File: config.mk
export PLATFORM = sky130hd
export DESIGN_NAME = uart_tx
export DESIGN_NICKNAME = d
export VERILOG_FILES = /design/src/rtl/uart_tx_pkg.sv /design/src/rtl/uart_tx_fifo.sv /design/src/rtl/uart_tx.sv
export SDC_FILE = /design/constraint.sdc
export NUM_CORES = 1
export LEC_CHECK = 0
export BUFFER_PORTS_ARGS = -buffer_cell sky130_fd_sc_hd__buf_2
export CAP_MARGIN = 20
export CELL_PAD_IN_SITES_DETAIL_PLACEMENT = 2
export CELL_PAD_IN_SITES_GLOBAL_PLACEMENT = 2
export CORE_AREA = 2 2 94 96
export DETAILED_ROUTE_END_ITERATION = 16
export DIE_AREA = 0 0 96 98
export GPL_TIMING_DRIVEN = 0
export HOLD_SLACK_MARGIN = 0.1
export PLACE_DENSITY = 0.83
export SKIP_CTS_REPAIR_TIMING = 1
export SYNTH_ARGS = -nofsm -noshare
export SYNTH_HDL_FRONTEND = slang
export SYNTH_SLANG_ARGS = --single-unit
File: constraint.sdc
create_clock -name clk -period 2.85 [get_ports clk]
set_clock_uncertainty 0.15 [all_clocks]
set_input_delay 0 -clock clk [delete_from_list [all_inputs] [get_ports clk]]
set_output_delay 0 -clock clk [all_outputs]
set_load 0.05 [all_outputs]
File: src/rtl/uart_tx_pkg.sv
// Shared definitions for the 8N1 UART transmitter: FSM encoding, frame shape
// and the default clocking that the divider control block also derives from.
package uart_tx_pkg;
  typedef enum logic [1:0] {
    IDLE  = 2'd0,
    START = 2'd1,
    DATA  = 2'd2,
    STOP  = 2'd3
  } tx_state_t;

  localparam int DATA_BITS        = 8;
  localparam int STOP_BITS        = 1;
  localparam int DEFAULT_CLK_FREQ = 50_000_000;
  localparam int DEFAULT_BAUD     = 9600;
endpackage

File: src/rtl/uart_tx_fifo.sv
// Synchronous first-word-fall-through byte FIFO. A push into a full FIFO is
// still taken when a pop happens in the same cycle.
module uart_tx_fifo
  import uart_tx_pkg::*;
#(
  parameter int FIFO_DEPTH = 4
) (
  input  logic                 clk,
  input  logic                 rst,
  input  logic                 push,
  input  logic [DATA_BITS-1:0] din,
  input  logic                 pop,
  output logic [DATA_BITS-1:0] dout,
  output logic                 empty,
  output logic                 full
);
  localparam int AW = $clog2(FIFO_DEPTH);
  localparam logic [AW:0] DEPTH_C = (AW+1)'(FIFO_DEPTH);

  logic [DATA_BITS-1:0] mem [FIFO_DEPTH];
  logic [AW-1:0]        wr_ptr;
  logic [AW-1:0]        rd_ptr;
  logic [AW:0]          count;
  logic                 wr_en;
  logic                 rd_en;

  assign empty = (count == '0);
  assign full  = (count == DEPTH_C);
  assign rd_en = pop && !empty;
  assign wr_en = push && (!full || rd_en);
  assign dout  = mem[rd_ptr];

  always_ff @(posedge clk) begin
    if (!rst) begin
      wr_ptr <= '0;
      rd_ptr <= '0;
      count  <= '0;
    end else begin
      if (wr_en) wr_ptr <= wr_ptr + AW'(1);
      if (rd_en) rd_ptr <= rd_ptr + AW'(1);
      case ({wr_en, rd_en})
        2'b10:   count <= count + (AW+1)'(1);
        2'b01:   count <= count - (AW+1)'(1);
        default: count <= count;
      endcase
    end
  end

  // Storage carries data only, so it is left out of reset.
  always_ff @(posedge clk) begin
    if (wr_en) mem[wr_ptr] <= din;
  end
endmodule

File: src/rtl/uart_tx.sv
// 8N1 UART transmitter: buffers byte strobes in a small FIFO and serialises
// them LSB first, chaining frames back-to-back with no idle gap.
module uart_tx
  import uart_tx_pkg::*;
#(
  parameter int CLK_FREQ   = DEFAULT_CLK_FREQ,
  parameter int BAUD       = DEFAULT_BAUD,
  parameter int FIFO_DEPTH = 4
) (
  input  logic       clk,
  input  logic       rst,
  input  logic       tx_ready,
  input  logic [7:0] tx_data,
  output logic       tx,
  output logic       busy,
  output logic       done,
  output logic       overflow
);
  localparam int CLKS_PER_BIT = CLK_FREQ / BAUD;
  localparam int CW = (CLKS_PER_BIT > 1) ? $clog2(CLKS_PER_BIT) : 1;
  localparam logic [CW-1:0] LAST     = CW'(CLKS_PER_BIT - 1);
  localparam logic [CW-1:0] PRE_LAST = CW'(CLKS_PER_BIT - 2);
  localparam int BW = $clog2(DATA_BITS);
  localparam logic [BW-1:0] LAST_BIT = BW'(DATA_BITS - 1);

  tx_state_t            state;
  logic [CW-1:0]        baud_cnt;
  logic [BW-1:0]        bit_idx;
  logic [DATA_BITS-1:0] shift;
  logic [DATA_BITS-1:0] fifo_dout;
  logic                 fifo_empty;
  logic                 fifo_full;
  logic                 pop;
  logic                 baud_tc;

  assign baud_tc = (baud_cnt == LAST);
  // A byte is loaded from IDLE, or straight out of the last stop-bit cycle.
  assign pop  = !fifo_empty && ((state == IDLE) || ((state == STOP) && baud_tc));
  assign busy = (state != IDLE) || !fifo_empty;

  uart_tx_fifo #(.FIFO_DEPTH(FIFO_DEPTH)) u_fifo (
    .clk   (clk),
    .rst   (rst),
    .push  (tx_ready),
    .din   (tx_data),
    .pop   (pop),
    .dout  (fifo_dout),
    .empty (fifo_empty),
    .full  (fifo_full)
  );

  always_ff @(posedge clk) begin
    if (!rst) overflow <= 1'b0;
    else if (tx_ready && fifo_full && !pop) overflow <= 1'b1;
  end

  always_ff @(posedge clk) begin
    if (!rst) begin
      state    <= IDLE;
      baud_cnt <= '0;
      bit_idx  <= '0;
      tx       <= 1'b1;
      done     <= 1'b0;
    end else begin
      done <= 1'b0;
      unique case (state)
        IDLE: begin
          tx <= 1'b1;
          if (pop) begin
            shift    <= fifo_dout;
            baud_cnt <= '0;
            tx       <= 1'b0;
            state    <= START;
          end
        end
        START: begin
          if (baud_tc) begin
            baud_cnt <= '0;
            bit_idx  <= '0;
            tx       <= shift[0];
            state    <= DATA;
          end else begin
            baud_cnt <= baud_cnt + CW'(1);
          end
        end
        DATA: begin
          if (baud_tc) begin
            baud_cnt <= '0;
            if (bit_idx == LAST_BIT) begin
              tx    <= 1'b1;
              done  <= (PRE_LAST == '0);
              state <= STOP;
            end else begin
              shift   <= shift >> 1;
              tx      <= shift[1];
              bit_idx <= bit_idx + BW'(1);
            end
          end else begin
            baud_cnt <= baud_cnt + CW'(1);
          end
        end
        STOP: begin
          if (baud_tc) begin
            baud_cnt <= '0;
            if (pop) begin
              shift <= fifo_dout;
              tx    <= 1'b0;
              state <= START;
            end else begin
              state <= IDLE;
            end
          end else begin
            baud_cnt <= baud_cnt + CW'(1);
            // done is registered, so raise it one cycle ahead of the final stop cycle.
            done     <= (baud_cnt == PRE_LAST);
          end
        end
      endcase
    end
  end
endmodule

==> results.yml <==
outcome:
  status: "completed"
global_route:
  grt_max_degree: 16
  grt.overflow.total: 0
  antenna_found_initial: 0
  grt_use_total_pct: 20.91
  grt_pass1_wl_um: 14750
  grt_pass1_vias: 2790
logic_synthesis:
  yosys_warnings: 0
  synth_area_leaders: "edfxtp_1 35%, dfxtp_1 17%, mux4_2 5.2%, ha_1 5.1%, nand2_1 3.6%"
  synth_edf_count: 40
  syn_inst: 304
  avgSynthCellArea_um2: 11.39
  synth_cell_types: 67
  synth_area_mm2: 0.003463
  synth_nets: 330
  yosysSeqAreaShare_pct: 52.02
  netlist_top_cells_count: "40 x edfxtp_1, 33 x nand2_1, 30 x dfxtp_1, 25 x nor2_1"
  synth_seq_cells: 70
  synth.largest_area_cell: "edfxtp_1"
  async_flop_share_pct: 0
  ys.flop_type: "edfxtp_1"
  post-synth-top-count-cell: "edfxtp_1"
  synth_top_area_share_pct: 34.68
job:
  cap_violations: 0
die:
  boundaryPins: 15
  floorplan.initialDensity_pct: 40.91
  die_w_um: 96
  die_height_um: 98
  core_mm2: 0.008466
  core.rowCount: 34
  dieArea_mm2: 0.009408
sta:
  fmax_mhz: 365.1
  tightest_slew_ns: 0.6843
  setup_violations: 0
  whs_ns: 0.2264
  layout_setup_ws_ns: 0.1108
  finalCritPeriodShare_pct: 96.11
  final_hold_viol_count: 0
  slew_viol_final: 0
  maxSlewHeadroom_pct: 54.03
  setup_tns_ns: 0
  fin_crit_ns: 2.739
final_layout:
  layout-drive-gt1-share_pct: 21.74
  fin_nets: 366
  finalNonFillerCells: 453
  diodes: 0
  syn2layout_area_growth_pct: 16.26
power_and_ir_drop:
  power.density_mw_per_mm2: 950.5
  ir_drop_uv: 392.7
  total_power_w: 0.003827
  leakagePower_nw: 1.441
detailed_routing:
  post-route-drc-count: 0
  vias_per_cell: 5.717
  drt_pass1_iterations: 4
  drt-initial-drc-count: 69
  vias: 2590
  antenna_left: 0
  routedWlPerCell_um: 21.55
  wl_um: 9761
worst_setup_path:
  cp-end-kind: "flip-flop"
  crit_fanout: 8
  critPathArrivalTime_ns: 2.83
  crit_type: "reg -> reg"
  startpoint_type: "flip-flop"
  required_ns: 2.94
  r2r_cells: 11
placement:
  hpwl_um: 6663
  io_buffers: 14
  place_ws_ns: -0.2344
  place.gp.congestion: 0.7373
  placedCellCount: 426
worst_hold_path:
  hold_depth: 2
  min_path_type: "in -> reg"
clock_network:
  numCtsBuffers: 9
  cts.clk_slew.worst_paths_ns: 0.09
  clock_path_buffers: 2
  clk_latency_ns: 0.36
  htreeDepth: 3
  cts-root-buf: "clkbuf_8"
  clock_sinks: 70
  cts_tree: "done"
[cells by family after synthesis]
group / after synthesis / share of synthesized area, %
flip-flops: 70 / 52.02
AND/OR/NAND/NOR: 114 / 18.14
multiplexers: 9 / 5.491
adder cells (fa/ha/maj): 15 / 5.636
XOR/XNOR: 5 / 1.264
AO/OA/AOI/OAI: 70 / 14.52
buffers and inverters: 21 / 2.926
[sequential cells by signal, indices dropped and copies added (netlist names), named ones only]
name and flops:
u_fifo.mem 32, baud_cnt 13, shift 8, bit_idx 3, u_fifo.count 3, state 2, u_fifo.rd_ptr 2, u_fifo.wr_ptr 2
done 1, overflow 1, tx 1
[critical path: stages, from the launching register on]
cell      delay (ns)
dfxtp_4         0.39
ha_4            0.19
and4bb_2        0.27
nand4_4         0.16
a21o_4          0.24
nor2_1          0.13
fa_1            0.43
nand2_1         0.10
a21oi_1         0.06
a311oi_1        0.28
a32o_1          0.17
a211oi_1        0.05
[stage by stage]
stage | util [%] | cell area [um^2]
after global placement | 43.33 | 3669
after floorplan | - | 3463
final | 47.56 | 4026
after global routing | 47.56 | 4026
after CTS | 45.55 | 3856
after detailed placement | 43.33 | 3669
[layout by cell type, fill, tap and decap left out, types with 4 or more instances in the layout]
cell type and instances:
a21o_1 4, a21oi_1 14, a31oi_1 5, and2_1 6
buf_2 17, clkbuf_1 7, clkbuf_8 9, dfxtp_1 26
dlygate4sd3_1 10, edfxtp_1 40, ha_1 11, inv_1 5
mux4_2 8, nand2_1 33, nand2b_1 11, nand3_1 5
nor2_1 25, nor3_1 6, o21ai_0 14, xnor2_1 4
[power by group]
group / internal [W] / total [W] / switching (W)
Clock: 0.000337 / 0.000797 / 0.000460
Sequential: 0.00129 / 0.00144 / 0.000148
Combinational: 0.000591 / 0.00159 / 0.00100
[area by class of cell]
cell class	instances	area (um^2)
plain buffers	13	71.32
repair buffers	25	177.7
clock inverters	7	63.81
well taps	108	135.1
fillers	845	4439
clock buffers	9	123.9
inverters	8	33.78
multi-input cells	213	1609
flip-flops and latches	70	1812
[worst paths after layout]
kind / start / slack [ns] / to
worst max register to register: state[0]$_SDFFE_PN0P_ / 0.11 / u_fifo.count[1]$_SDFFE_PN0P_
worst min-delay path: tx_data[4] / 0.23 / u_fifo.mem[2][4]$_DFFE_PP_
worst max-delay path: state[0]$_SDFFE_PN0P_ / 0.11 / u_fifo.count[1]$_SDFFE_PN0P_
worst min register to register: overflow$_SDFFE_PN0P_ / 0.33 / overflow$_SDFFE_PN0P_
[per-layer routing]
metal	wire, um	share of wire, %	vias up	global-route usage, %
met3	178	1.8	12	4.244
met5	0	0	-	0
li1	-	-	1221	-
met2	5217	53	23	36.27
met4	158	1.6	0	6.703
met1	4207	43	1334	25.70
No activity file was read; power rests on OpenSTA's default activity.
